==> src/rtl/inv_seq_pkg.sv <==
// Shared definitions for the inverter pattern sequencer.
//   - default sizing constants for the sequencer and its pattern memory
//   - sequencer state encoding
//   - pattern entry layout {level, hold}: level sits above the hold count
// No ports; imported by inv_pat_mem and inv_pattern_sequencer.
package inv_seq_pkg;

    localparam int DEF_DEPTH  = 8;
    localparam int DEF_HOLD_W = 8;
    localparam int DEF_CNT_W  = 8;

    // One pattern entry: level to drive, then how many cycles to hold it.
    localparam int ENTRY_W = 1 + DEF_HOLD_W;

    typedef struct packed {
        logic                  level;
        logic [DEF_HOLD_W-1:0] hold;
    } entry_t;

    typedef enum logic [1:0] {
        ST_IDLE,
        ST_LOAD,
        ST_HOLD,
        ST_DONE
    } state_t;

endpackage

==> src/rtl/inv_pat_mem.sv <==
// Pattern memory for the inverter sequencer: DEPTH entries of W bits.
// Synchronous write, combinational read, contents are not reset.
// Ports:
//   clk    in   rising-edge clock
//   we     in   write enable
//   waddr  in   write index
//   wdata  in   entry to store
//   raddr  in   read index
//   rdata  out  entry at raddr (combinational)
module inv_pat_mem
    import inv_seq_pkg::*;
#(
    parameter int DEPTH = DEF_DEPTH,
    parameter int W     = ENTRY_W
) (
    input  logic                     clk,
    input  logic                     we,
    input  logic [$clog2(DEPTH)-1:0] waddr,
    input  logic [W-1:0]             wdata,
    input  logic [$clog2(DEPTH)-1:0] raddr,
    output logic [W-1:0]             rdata
);

    logic [W-1:0] mem [DEPTH];

    always_ff @(posedge clk) begin
        if (we) begin
            mem[waddr] <= wdata;
        end
    end

    assign rdata = mem[raddr];

endmodule

==> src/rtl/inv_pattern_sequencer.sv <==
// Clocked test-pattern driver and checker for the CMOS inverter cell.
// Plays a programmed list of {level, hold} entries onto the inverter input,
// samples the inverter output in the last cycle of each hold and counts
// mismatches against ~level, remembering the first failing entry.
// Ports:
//   clk, rst          rising-edge clock, synchronous active-high reset
//   cfg_we/addr       write one pattern entry (ignored while busy)
//   cfg_level/hold    entry contents; a hold of 0 behaves as 1
//   cfg_len           entries to play, sampled on start, clamped to DEPTH
//   start             run request, only accepted in IDLE
//   drive_a           inverter input
//   sense_out         inverter output
//   busy              high from LOAD through the last HOLD
//   done              one-cycle pulse at the end of a run
//   err_count         saturating mismatch count for this run
//   err_flag          at least one mismatch this run
//   first_err_idx     index of the first mismatching entry
module inv_pattern_sequencer
    import inv_seq_pkg::*;
#(
    parameter int DEPTH  = DEF_DEPTH,
    parameter int HOLD_W = DEF_HOLD_W,
    parameter int CNT_W  = DEF_CNT_W
) (
    input  logic                     clk,
    input  logic                     rst,
    input  logic                     cfg_we,
    input  logic [$clog2(DEPTH)-1:0] cfg_addr,
    input  logic                     cfg_level,
    input  logic [HOLD_W-1:0]        cfg_hold,
    input  logic [$clog2(DEPTH):0]   cfg_len,
    input  logic                     start,
    output logic                     drive_a,
    input  logic                     sense_out,
    output logic                     busy,
    output logic                     done,
    output logic [CNT_W-1:0]         err_count,
    output logic                     err_flag,
    output logic [$clog2(DEPTH)-1:0] first_err_idx
);

    localparam int AW = $clog2(DEPTH);
    localparam int LW = AW + 1;
    localparam int EW = 1 + HOLD_W;

    state_t            state;
    state_t            state_next;
    logic [LW-1:0]     len;
    logic [AW-1:0]     idx;
    logic [HOLD_W-1:0] hold_cnt;

    logic [EW-1:0]     rd_entry;
    logic              rd_level;
    logic [HOLD_W-1:0] rd_hold;
    logic [LW-1:0]     len_clamped;
    logic              start_run;
    logic              sample;
    logic              last_entry;
    logic              mismatch;

    // Writes land in IDLE and DONE; the entry written in the same cycle as
    // an accepted start is already visible when LOAD reads it.
    inv_pat_mem #(
        .DEPTH (DEPTH),
        .W     (EW)
    ) u_mem (
        .clk   (clk),
        .we    (cfg_we && !busy),
        .waddr (cfg_addr),
        .wdata ({cfg_level, cfg_hold}),
        .raddr (idx),
        .rdata (rd_entry)
    );

    assign rd_level    = rd_entry[HOLD_W];
    assign rd_hold     = rd_entry[HOLD_W-1:0];
    assign len_clamped = (cfg_len > LW'(DEPTH)) ? LW'(DEPTH) : cfg_len;
    assign start_run   = (state == ST_IDLE) && start && (cfg_len != '0);
    // The last hold cycle of an entry is where the inverter output is judged.
    assign sample      = (state == ST_HOLD) && (hold_cnt == HOLD_W'(1));
    assign last_entry  = ({1'b0, idx} == (len - LW'(1)));
    assign mismatch    = (sense_out != ~drive_a);

    always_ff @(posedge clk) begin
        if (rst) begin
            state <= ST_IDLE;
        end else begin
            state <= state_next;
        end
    end

    // A zero-length start skips straight to DONE so the requester still
    // sees its completion pulse.
    always_comb begin
        state_next = state;
        busy       = 1'b0;
        done       = 1'b0;
        case (state)
            ST_IDLE: begin
                if (start) begin
                    state_next = (cfg_len != '0) ? ST_LOAD : ST_DONE;
                end
            end
            ST_LOAD: begin
                busy       = 1'b1;
                state_next = ST_HOLD;
            end
            ST_HOLD: begin
                busy = 1'b1;
                if (sample) begin
                    state_next = last_entry ? ST_DONE : ST_LOAD;
                end
            end
            ST_DONE: begin
                done       = 1'b1;
                state_next = ST_IDLE;
            end
            default: begin
                state_next = ST_IDLE;
            end
        endcase
    end

    // Datapath: run setup, per-entry drive/hold load, and the error record.
    // Error outputs survive DONE and IDLE until the next accepted start.
    always_ff @(posedge clk) begin
        if (rst) begin
            len           <= '0;
            idx           <= '0;
            hold_cnt      <= '0;
            drive_a       <= 1'b0;
            err_count     <= '0;
            err_flag      <= 1'b0;
            first_err_idx <= '0;
        end else begin
            case (state)
                ST_IDLE: begin
                    if (start_run) begin
                        len           <= len_clamped;
                        idx           <= '0;
                        err_count     <= '0;
                        err_flag      <= 1'b0;
                        first_err_idx <= '0;
                    end
                end
                ST_LOAD: begin
                    drive_a  <= rd_level;
                    hold_cnt <= (rd_hold == '0) ? HOLD_W'(1) : rd_hold;
                end
                ST_HOLD: begin
                    hold_cnt <= hold_cnt - HOLD_W'(1);
                    if (sample) begin
                        if (mismatch) begin
                            if (err_count != '1) begin
                                err_count <= err_count + CNT_W'(1);
                            end
                            if (!err_flag) begin
                                err_flag      <= 1'b1;
                                first_err_idx <= idx;
                            end
                        end
                        if (!last_entry) begin
                            idx <= idx + AW'(1);
                        end
                    end
                end
                default: begin
                end
            endcase
        end
    end

endmodule

==> config.mk <==
export PLATFORM = sky130hd
export DESIGN_NAME = inv_pattern_sequencer
export DESIGN_NICKNAME = d
export VERILOG_FILES = /design/src/rtl/inv_seq_pkg.sv /design/src/rtl/inv_pat_mem.sv /design/src/rtl/inv_pattern_sequencer.sv
export SDC_FILE = /design/constraint.sdc
export NUM_CORES = 1
export LEC_CHECK = 0
export ABC_AREA = 0
export BUFFER_PORTS_ARGS = -buffer_cell sky130_fd_sc_hd__buf_2
export CAP_MARGIN = 20
export CORE_UTILIZATION = 51
export DETAILED_ROUTE_END_ITERATION = 8
export GPL_ROUTABILITY_DRIVEN = 0
export GPL_TIMING_DRIVEN = 1
export PLACE_DENSITY = 0.78
export SLEW_MARGIN = 25
export SYNTH_ARGS = -nofsm -noshare
export SYNTH_HDL_FRONTEND = slang
export SYNTH_SLANG_ARGS = --single-unit
==> constraint.sdc <==
create_clock -name clk -period 2.5 [get_ports clk]
set_input_delay 0.75 -clock clk [delete_from_list [all_inputs] [get_ports clk]]
set_output_delay 0.75 -clock clk [all_outputs]
set_load 0.005 [all_outputs]
==> impl_metrics.py <==
metrics = {
    "run_status": {
        "status": "finished, final reports clean",
    },
    "timing": {
        "drv_slew": 0,
        "tns_ns": 0,
        "finalClockSkew_ns": 0.01299,
        "relSlewSlack_pct": 56.57,
        "worst_pin_slew_ns": 0.6506,
        "rsz0062_at_grt": "no",
        "hold_viol": 0,
        "fin_crit_sh_pct": 88.99,
        "post-route-min-period_ns": 2.225,
        "max_freq_mhz": 449.5,
        "setup_viol": 0,
    },
    "global_route": {
        "grt_pass1_vias": 3025,
        "grtUsageTotal_pct": 20.46,
        "overflow": 0,
        "grt_pass1_wl_um": 15200,
        "grt_max_degree": 26,
        "antenna_found_initial": 0,
    },
    "synthesis": {
        "synth-main-ff-cell": "edfxtp_1",
        "netlist.area_leader.share_pct": 45.44,
        "synth_area_leaders": "edfxtp_1 (45%), dfxtp_1 (14%), mux4_2 (5.7%), mux4_1 (3.3%), ha_1 (2.6%)",
        "synth_edf_count": 72,
        "synth_area_sq_mm": 0.004758,
        "yosys.area_share.xor_xnor_pct": 1.657,
        "synth-simple-area-share_pct": 12.07,
        "syn-num-nets": 378,
        "synth_commonest_cells": "edfxtp_1 (72), dfxtp_1 (33), nor2_1 (25)",
        "yosysTopAreaCell": "edfxtp_1",
        "syn-instance-count": 347,
        "synthMuxAreaShare_pct": 12.38,
        "synth_top_family_by_area": "multiplexers",
        "synth_fa_ha_area_share_pct": 2.630,
        "yosysMostFrequentCell": "edfxtp_1",
        "synth_warnings": 0,
        "async_flop_share_pct": 0,
        "synth.avg_cell_area_sq_um": 13.71,
        "synth_compound_area_share_pct": 9.230,
        "ys_seq_area_share_pct": 59.32,
        "yosysUniqueCellTypes": 63,
        "ys_seq_elements": 105,
    },
    "worst_hold_path": {
        "hp-class": "flop to flop",
        "holdCritStartpoint": "first_err_idx[0]",
    },
    "clocking": {
        "cts_max_level": 3,
        "cts-root-buf": "clkbuf_8",
        "clockBufferDepth": 2,
        "cts_setup_buffers": 0,
        "cts_resized": 0,
        "clkTransAtPathRegs_ns": 0.11,
        "cts_buffers": 9,
        "hold_buffers": 0,
        "cts.sink_count": 105,
        "cts_tree": "done",
        "clock_latency_ns": 0.38,
    },
    "route": {
        "routed.top_layer": "met4",
        "drc": 0,
        "met2_length_um": 4715,
        "avgRoutedWirePerCell_um": 18.06,
        "via_count": 3057,
        "met1_length_um": 3998,
        "drt_iter0_markers": 151,
        "postRouteAntennaNets": 0,
        "vias_per_cell": 6.006,
        "first_pass_iters": 4,
        "wl_met3_um": 338,
        "wl_um": 9195,
    },
    "worst_setup_path": {
        "crit_slowest_cell": "ha_1",
        "rr_endpoint": "hold_cnt[0]",
        "crit_family": "adder cells",
        "path_depth": 3,
        "cp-endpoint": "busy",
        "reg2reg_slack_ns": 0.47,
        "path_cells": "inv_1 -> ha_1 -> buf_2",
        "path_class": "flop to primary output",
        "cpPeakStageDelay_ns": 0.44,
        "crit_fanout": 7,
        "crit_start": "state[0]",
        "crit_required_ns": 1.75,
        "crit_arrival_ns": 1.47,
        "critPathLaunchType": "flop",
        "worst-path-buf-inv": 2,
        "end_kind": "primary output",
        "ff2ff_path_depth": 4,
    },
    "die": {
        "core_area_sq_mm": 0.008891,
        "io_pins": 36,
        "rows": 34,
        "dieHeight_um": 98.59,
        "die_w_um": 98.59,
        "die_area_sq_mm": 0.009720,
        "start_util_pct": 53.52,
    },
    "finish": {
        "syn2layout_area_growth_pct": 11.99,
        "nets": 427,
        "layout-drive-gt1-share_pct": 24.69,
        "n_antenna_cell": 0,
    },
    "power": {
        "vdd.ir_drop.worst_mv": 0.6036,
        "total_power_mw": 4.351,
        "p_leak_nw": 1.803,
        "power_density_mw_per_mm2": 816.5,
    },
    "place": {
        "dp_hpwl_um": 6466,
        "portBuffers": 35,
    },
    "run": {
        "cap_violations": 0,
    },
}
[how the worst min path moves through the flow]
stage / depth (start not counted) / slack [ns] / to
finish: 2 / 0.46 / first_err_idx[0]
global route: 2 / 0.49 / first_err_idx[0]
CTS: 2 / 0.46 / first_err_idx[0]
detailed placement: 2 / 0.44 / first_err_idx[0]
global placement: 2 / 0.44 / first_err_idx[0]
floorplan: 2 / 0.45 / hold_cnt[7]
[placed cells by master, fill, tap and decap left out, types with 3 or more instances in the layout]
cell | Yosys | layout
nor4_1 | 5 | 3
nor2_1 | 25 | 25
edfxtp_1 | 72 | 72
inv_6 | 0 | 3
mux2i_1 | 6 | 6
inv_1 | 10 | 10
nand2b_1 | 9 | 9
nor3b_1 | 3 | 3
nand3_1 | 8 | 8
nor3_1 | 14 | 14
clkbuf_8 | 0 | 9
or4_1 | 3 | 3
a21oi_1 | 17 | 17
buf_4 | 1 | 16
mux4_2 | 12 | 12
dfxtp_1 | 33 | 33
o21ai_0 | 7 | 7
o211ai_1 | 3 | 3
buf_2 | 4 | 35
mux2_2 | 7 | 7
xnor2_1 | 9 | 9
nand2_1 | 20 | 20
a211oi_1 | 4 | 4
ha_1 | 10 | 10
mux4_1 | 6 | 6
nand3b_1 | 3 | 3
nand4_1 | 3 | 3
[through the flow]
step	cells	hold slack, ns	instance area, sq um	util (%)	setup slack [ns]
3_5_place_dp	493	0.4411	5134	57.74	0.2731
5_1_grt	509	0.4852	5329	59.94	0.1671
4_1_cts	509	0.4552	5329	59.94	0.2489
6_report	509	0.4575	5329	59.94	0.2753
2_1_floorplan	347	0.4460	4758	-	0.09481
3_3_place_gp	493	0.4388	5134	57.74	0.3200
[area by class of cell]
type	count	area [sq um]
clock buffer	9	123.9
inverter	11	41.29
multi-input combinational	217	1819
timing repair buffer	52	315.3
fill	707	3562
tap	108	135.1
sequential	105	2823
clock inverter	7	71.32
[state kept, by name, summed over array words and instances, names as in the netlist, named ones only]
signal and flops:
first_err_idx 3, drive_a 1, err_flag 1, idx 3, len 4, state 2
u_mem.mem 72, hold_cnt 8, err_count 8
[logic make-up (layout without fill, tap and decap cells)]
kind of cell | Yosys count | count (layout)
buf+inv | 25 | 79
simple gates | 106 | 106
xor+xnor | 9 | 9
fa+ha+maj | 10 | 10
mux | 32 | 32
flops | 105 | 105
compound gates | 60 | 60
[report_power, final]
part           switching [mW]  internal, mW
Sequential              0.128          2.02
Combinational           0.709         0.473
Clock                   0.633         0.388
Total                    1.47          2.88
[routing by layer]
layer	GRT usage [%]	vias to the layer above
met5	0	-
met4	7.348	0
met3	3.546	12
met2	35.86	82
met1	25.69	1513
li1	-	1450
[worst reg2reg max path, cell delays in order (launching register included)]
cell       delay, ns
dfxtp_1         0.75
mux4_2          0.43
o31ai_1         0.36
o2111ai_1       0.19
a41oi_1         0.22
Note: power is estimated with default switching activity, not from simulation.
